[config.mk]
export PLATFORM = sky130hd
export DESIGN_NAME = eep_spi_resp
export DESIGN_NICKNAME = d
export VERILOG_FILES = /design/src/rtl/eep_pkg.sv /design/src/rtl/spi_sync.sv /design/src/rtl/eep_spi_resp.sv
export SDC_FILE = /design/constraint.sdc
export NUM_CORES = 1
export LEC_CHECK = 0
export CAP_MARGIN = 15
export CORE_AREA = 2 2 226 340
export CTS_BUF_LIST = sky130_fd_sc_hd__clkbuf_2
export CTS_CLUSTER_SIZE = 20
export DETAILED_ROUTE_END_ITERATION = 8
export DIE_AREA = 0 0 228 342
export GPL_ROUTABILITY_DRIVEN = 0
export PLACE_DENSITY_LB_ADDON = 0.15
export SETUP_SLACK_MARGIN = 0.2
export SLEW_MARGIN = 20
export SYNTH_ARGS = -nofsm -noshare
export SYNTH_HDL_FRONTEND = slang
export SYNTH_SLANG_ARGS = --single-unit
[constraint.sdc]
create_clock -name clk -period 56 [get_ports clk]
set_clock_uncertainty 0.1 [all_clocks]
set_input_delay 16.8 -clock clk [delete_from_list [all_inputs] [get_ports clk]]
set_output_delay 16.8 -clock clk [all_outputs]
set_load 0.01 [all_outputs]
[src/rtl/eep_pkg.sv]
// Shared constants and FSM state type for the SPI EEPROM emulator.
package eep_pkg;

    localparam int         FRAME_BITS = 16;
    localparam logic [1:0] OP_RD      = 2'b00;
    localparam logic [1:0] OP_WR      = 2'b01;

    typedef enum logic [1:0] {
        IDLE   = 2'd0,
        ACTIVE = 2'd1,
        COMMIT = 2'd2
    } state_t;

endpackage

[src/rtl/spi_sync.sv]
// One synchronizer chain plus a history flop for rise/fall detection.
// Edges are reported only on synchronized values.
module spi_sync #(
    parameter int   STAGES  = 2,
    parameter logic RST_VAL = 1'b0
) (
    input  logic clk,
    input  logic rst,
    input  logic i_d,
    output logic o_q,
    output logic o_rise,
    output logic o_fall
);

    logic [STAGES-1:0] r_chain;
    logic              r_hist;

    // Shift the raw input through the chain; reset to the line's idle level.
    always_ff @(posedge clk or posedge rst) begin
        if (rst) begin
            r_chain <= {STAGES{RST_VAL}};
            r_hist  <= RST_VAL;
        end else begin
            r_chain[0] <= i_d;
            for (int i = 1; i < STAGES; i++) begin
                r_chain[i] <= r_chain[i-1];
            end
            r_hist <= r_chain[STAGES-1];
        end
    end

    assign o_q    = r_chain[STAGES-1];
    assign o_rise =  r_chain[STAGES-1] & ~r_hist;
    assign o_fall = ~r_chain[STAGES-1] &  r_hist;

endmodule

[src/rtl/eep_spi_resp.sv]
// SPI mode-0 responder emulating a small byte-wide EEPROM.
// 16-bit frames: {opcode[1:0], addr[5:0], data[7:0]}; read data is returned
// in the low byte of the following frame.
module eep_spi_resp
    import eep_pkg::*;
#(
    parameter int MEM_DEPTH   = 64,
    parameter int SYNC_STAGES = 2
) (
    input  logic       clk,
    input  logic       rst,
    input  logic       SCLK,
    input  logic       MOSI,
    input  logic       SS_n,
    output logic       MISO,
    output logic       MISO_oe,
    output logic       frame_done,
    output logic       frame_err,
    output logic [7:0] rd_byte
);

    localparam int AW      = (MEM_DEPTH > 1) ? $clog2(MEM_DEPTH) : 1;
    localparam int FLUSH_W = $clog2(SYNC_STAGES + 2);

    logic w_sclk_q, w_sclk_rise, w_sclk_fall;
    logic w_mosi_q, w_mosi_rise, w_mosi_fall;
    logic w_ss_q,   w_ss_rise,   w_ss_fall;

    spi_sync #(.STAGES(SYNC_STAGES), .RST_VAL(1'b0)) u_sync_sclk (
        .clk(clk), .rst(rst), .i_d(SCLK),
        .o_q(w_sclk_q), .o_rise(w_sclk_rise), .o_fall(w_sclk_fall)
    );

    spi_sync #(.STAGES(SYNC_STAGES), .RST_VAL(1'b0)) u_sync_mosi (
        .clk(clk), .rst(rst), .i_d(MOSI),
        .o_q(w_mosi_q), .o_rise(w_mosi_rise), .o_fall(w_mosi_fall)
    );

    spi_sync #(.STAGES(SYNC_STAGES), .RST_VAL(1'b1)) u_sync_ss (
        .clk(clk), .rst(rst), .i_d(SS_n),
        .o_q(w_ss_q), .o_rise(w_ss_rise), .o_fall(w_ss_fall)
    );

    state_t             r_state, w_state_nxt;
    logic [15:0]        r_rx, r_tx;
    logic [4:0]         r_bit_cnt;
    logic [7:0]         r_rd_byte;
    logic [7:0]         r_mem [MEM_DEPTH];
    logic [FLUSH_W-1:0] r_flush;
    logic               r_armed;

    logic [6:0]    w_addr_mod;
    logic [AW-1:0] w_idx;
    logic [1:0]    w_op;
    logic          w_start;
    logic          w_unused_sync;

    assign w_op       = r_rx[15:14];
    assign w_addr_mod = {1'b0, r_rx[13:8]} % 7'(MEM_DEPTH);
    assign w_idx      = w_addr_mod[AW-1:0];
    // The synchronizer's reset value fakes "SS_n high"; only a real high seen
    // after the chain has flushed arms frame start.
    assign w_start    = w_ss_fall & r_armed;

    assign w_unused_sync = ^{w_sclk_q, w_mosi_rise, w_mosi_fall, w_addr_mod};

    // Count out the synchronizer flush after reset, then arm once SS_n is high.
    always_ff @(posedge clk or posedge rst) begin
        if (rst) begin
            r_flush <= '0;
            r_armed <= 1'b0;
        end else begin
            if (r_flush != FLUSH_W'(SYNC_STAGES + 1)) begin
                r_flush <= r_flush + 1'b1;
            end else if (w_ss_q) begin
                r_armed <= 1'b1;
            end
        end
    end

    // FSM state register.
    always_ff @(posedge clk or posedge rst) begin
        if (rst) r_state <= IDLE;
        else     r_state <= w_state_nxt;
    end

    // Next-state and commit strobes.
    always_comb begin
        w_state_nxt = r_state;
        frame_done  = 1'b0;
        frame_err   = 1'b0;
        case (r_state)
            IDLE:    if (w_start)   w_state_nxt = ACTIVE;
            ACTIVE:  if (w_ss_rise) w_state_nxt = COMMIT;
            COMMIT: begin
                w_state_nxt = IDLE;
                frame_done  = (r_bit_cnt == 5'(FRAME_BITS));
                frame_err   = (r_bit_cnt != 5'(FRAME_BITS));
            end
            default: w_state_nxt = IDLE;
        endcase
    end

    // Shift registers, bit counter and read-back byte.
    always_ff @(posedge clk or posedge rst) begin
        if (rst) begin
            r_rx      <= '0;
            r_tx      <= '0;
            r_bit_cnt <= '0;
            r_rd_byte <= '0;
        end else begin
            case (r_state)
                IDLE: begin
                    if (w_start) begin
                        r_bit_cnt <= '0;
                        r_tx      <= {8'h00, r_rd_byte};
                    end
                end
                ACTIVE: begin
                    // SCLK edges coincident with SS_n rise are dropped.
                    if (!w_ss_rise) begin
                        if (w_sclk_rise) begin
                            r_rx <= {r_rx[14:0], w_mosi_q};
                            if (r_bit_cnt != 5'd31) r_bit_cnt <= r_bit_cnt + 5'd1;
                        end
                        if (w_sclk_fall) begin
                            r_tx <= {r_tx[14:0], 1'b0};
                        end
                    end
                end
                COMMIT: begin
                    if (frame_done && w_op == OP_RD) r_rd_byte <= r_mem[w_idx];
                end
                default: ;
            endcase
        end
    end

    // Memory array: cleared on reset, written only on a committed write frame.
    always_ff @(posedge clk or posedge rst) begin
        if (rst) begin
            for (int i = 0; i < MEM_DEPTH; i++) r_mem[i] <= 8'h00;
        end else if (frame_done && w_op == OP_WR) begin
            r_mem[w_idx] <= r_rx[7:0];
        end
    end

    assign MISO_oe = ~w_ss_q;
    assign MISO    = MISO_oe & r_tx[15];
    assign rd_byte = r_rd_byte;

endmodule
==> results.sh <==
export IMPL_post_cts_sizing_count=0
export IMPL_final_setup_worst_slack_ps=36340
export IMPL_seq_area_frac_synth=0.547
export IMPL_synthMuxAreaShare=0.317
export IMPL_worst_slew_pin_transition_ps=1120
export IMPL_synthArstFlopShare=1.00
export IMPL_slew_headroom=0.252
export IMPL_tritoncts_num_sinks=570
export IMPL_hold_path_class="reg -> reg"
export IMPL_total_power_w=0.000777
export IMPL_worstSkewPairLatency_ps=1230
export IMPL_fin_worst_hold_slack_ps=257
export IMPL_vias_per_cell=5.43
export IMPL_synth_edf_count=0
export IMPL_cts_buffers=144
export IMPL_syn_num_nets=1879
export IMPL_yosys_most_used_dff="sky130_fd_sc_hd__dfrtp_1"
export IMPL_hold_viol=0
export IMPL_synthesized_area_per_cell_um2=13.9
export IMPL_max_cap_violations=0
export IMPL_setup_worst_path_class="reg -> out"
export IMPL_postSynthRegisterBits=570
export IMPL_finalSetupTns_ps=0
export IMPL_yosys_area_share_xor_xnor=0.000336
export IMPL_drt_first_pass_iters=5
export IMPL_cts_root_to_sink_buffers=3
export IMPL_synth_compound_area_share=0.0533
export IMPL_timing_critical_path_fanout_max=6
export IMPL_area_growth_syn_to_layout_pct=10.0
export IMPL_cts_tree="yes"
export IMPL_crit_path_cell_trace="inv_1 -> ha_1 -> nand4bb_4 -> nor2_1 -> clkdlybuf4s50_1"
export IMPL_setup_repair_after_global_routing_missed_its_margin="no"
export IMPL_outcome="finished, final reports clean"
export IMPL_first_pass_grt_wire_length_um=118000
export IMPL_dpl_hpwl_um=49200
export IMPL_worst_ir_drop_on_vdd_mv=0.0154
export IMPL_post_synth_inst_count=1870
export IMPL_globalRoute_totalOverflow=0
export IMPL_critical_path_arrival_ps=2760
export IMPL_grt_antenna_before_repair=2
export IMPL_detail_route_drc_violations=0
export IMPL_ant_nets=0
export IMPL_htree_levels=4
export IMPL_routed_via_count=16561
export IMPL_design_portCount=17
export IMPL_period_minus_slack_ps=19660
export IMPL_most_common_layout_cells="sky130_fd_sc_hd__dfrtp_1 (556), sky130_fd_sc_hd__mux2_2 (523), sky130_fd_sc_hd__clkbuf_2 (213)"
export IMPL_cellPowerDensity_mw_per_mm2=27.1
export IMPL_fmax_mhz=50.9
export IMPL_drive_above_1_share=0.463
export IMPL_drv_slew=0
export IMPL_finalNetCount=1947
export IMPL_synth_yosys_warnings=0
export IMPL_worstSetupEndpointType="primary output"
export IMPL_root_buffer="sky130_fd_sc_hd__clkbuf_2"
export IMPL_die_outline_area_mm2=0.0780
export IMPL_place_port_buffers=16
export IMPL_first_global_vias=17814
export IMPL_largest_stage_delay_worst_path_ps=550
export IMPL_combinational_family_with_the_most_area_after_synthesis="multiplexers"
export IMPL_setup_violations=0
export IMPL_largest_net_degree_at_the_start_of_global_routing=160
export IMPL_worst_endpoint_required_ps=39100
export IMPL_cts_hold_buf=0
export IMPL_layout_commonest_cell="sky130_fd_sc_hd__dfrtp_1"
export IMPL_cts_reportedPaths_clkPinSlew_ps=110
export IMPL_route_detailed_wl_per_inst_um=25.7
export IMPL_finalCritPeriodShare=0.351
export IMPL_leakagePower_nw=13.4
export IMPL_timing_critical_path_slowest_stage_cell="sky130_fd_sc_hd__clkdlybuf4s50_1"
export IMPL_detailedPlace_worstSlack_ps=36130
export IMPL_adder_cell_fraction_of_synth_area=0.00192
export IMPL_netlist_area_leader_share=0.544
export IMPL_post_cts_repair_setup_buffers=0
export IMPL_timing_critical_path_from_type="flop"
export IMPL_core_area_mm2=0.0754
export IMPL_yosys_area_top_type="sky130_fd_sc_hd__dfrtp_1"
export IMPL_yosys_top_cells_area="sky130_fd_sc_hd__dfrtp_1 (54%), sky130_fd_sc_hd__mux2_2 (23%), sky130_fd_sc_hd__mux4_2 (4.7%)"
export IMPL_synthDistinctLibCells=64
export IMPL_grtUsageTotal=0.203
export IMPL_die_w_um=228
export IMPL_synthesis_area_mm2=0.0261
export IMPL_drt_iter0_drc=951
export IMPL_synth_simple_area_share=0.0579
export IMPL_die_span_y_um=342
export IMPL_routed_wire_length_um=78400
export IMPL_floorplan_initialDensity=0.346
export IMPL_cell_rows=124
## path summary, 6_finish.rpt
path | start | endpoint | slack, ps | depth (start not counted)
worst max-delay path | r_bit_cnt[0]$_DFFE_PP0P_ | frame_done | 36340 | 5
worst min-delay path | u_sync_mosi.r_chain[0]$_DFF_PP0_ | u_sync_mosi.r_chain[1]$_DFF_PP0_ | 260 | 0
worst max register to register | r_rx[8]$_DFFE_PP0P_ | r_mem[276]$_DFFE_PP0P_ | 51390 | 5
worst min register to register | u_sync_mosi.r_chain[0]$_DFF_PP0_ | u_sync_mosi.r_chain[1]$_DFF_PP0_ | 260 | 0
max in group asynchronous | rst | r_mem[489]$_DFFE_PP0P_ | 37610 | 4
min in group asynchronous | rst | r_mem[407]$_DFFE_PP0P_ | 15980 | 2
## state kept, by name (all words and copies together), names as in the netlist
register and flops:
r_state 2, r_bit_cnt 5, r_armed 1, u_sync_ss.r_hist 1, u_sync_ss.r_chain 2, u_sync_sclk.r_chain 2
rd_byte 8, u_sync_sclk.r_hist 1, r_mem 512, u_sync_mosi.r_chain 2, r_tx 16, r_flush 2
r_rx 16
## cell families after synthesis
kind of cell             count (synthesis)
AO/OA/AOI/OAI                          200
buffers and inverters                  141
XOR/XNOR                                 1
multiplexers                           690
adder cells (fa/ha/maj)                  4
flip-flops                             570
AND/OR/NAND/NOR                        264
## report_power, final
| group | switching, W | total (W) | internal (W) | leakage (nW) |
|---|---|---|---|---|
| combinational | 0.0000529 | 0.0000619 | 0.00000904 | 4.49 |
| clock | 0.000172 | 0.000295 | 0.000123 | 1.01 |
| sequential | 0.00000604 | 0.000420 | 0.000414 | 7.90 |
| total | 0.000231 | 0.000777 | 0.000547 | 13.4 |
## stage by stage
| step | util | std cells | area, um2 |
|---|---|---|---|
| after floorplan | - | 1870 | 26100 |
| after global routing | 0.381 | 3048 | 28700 |
| after CTS | 0.380 | 3046 | 28700 |
| after detailed placement | 0.363 | 2800 | 27400 |
| after global placement | 0.363 | 2800 | 27400 |
| final | 0.381 | 3048 | 28700 |
## routing by layer
metal / GRT usage / up-vias / share of wire
li1: - / 7115 / -
met1: 0.245 / 8852 / 0.41
met2: 0.357 / 428 / 0.51
met3: 0.0325 / 166 / 0.040
met4: 0.0942 / 0 / 0.039
met5: 0 / - / 0
## final cells by class
cell class                      count  area [um2]
Fill cell                        7274       46700
Sequential cell                   570       14300
Multi-Input combinational cell   1159       11300
Tap cell                         1008        1260
Clock buffer                      213        1070
Timing Repair Buffer               55         490
Clock inverter                     33         264
Inverter                            8        37.5
Antenna cell                        2        5.00
## synth_stat cells, drive strengths merged (6+ instances only)
cell type,number
a21oi,32
clkbuf,88
or3b,7
and2,7
a221oi,28
a31oi,15
buf,45
a221o,6
o22ai,22
dfrtp,567
mux4,54
inv,7
nand2b,7
o21ai,29
mux2i,87
nand3,27
mux2,549
nand3b,12
nor2b,9
nand2,109
a22oi,33
nor2,56
## worst max-delay path, delay by kind of cell (launching register included)
kind | cells | cell delay (ps)
buf+inv | 2 | 630
fa+ha+maj | 1 | 190
simple gates | 2 | 310
flops | 1 | 440
(Power assumes the default switching activity.)
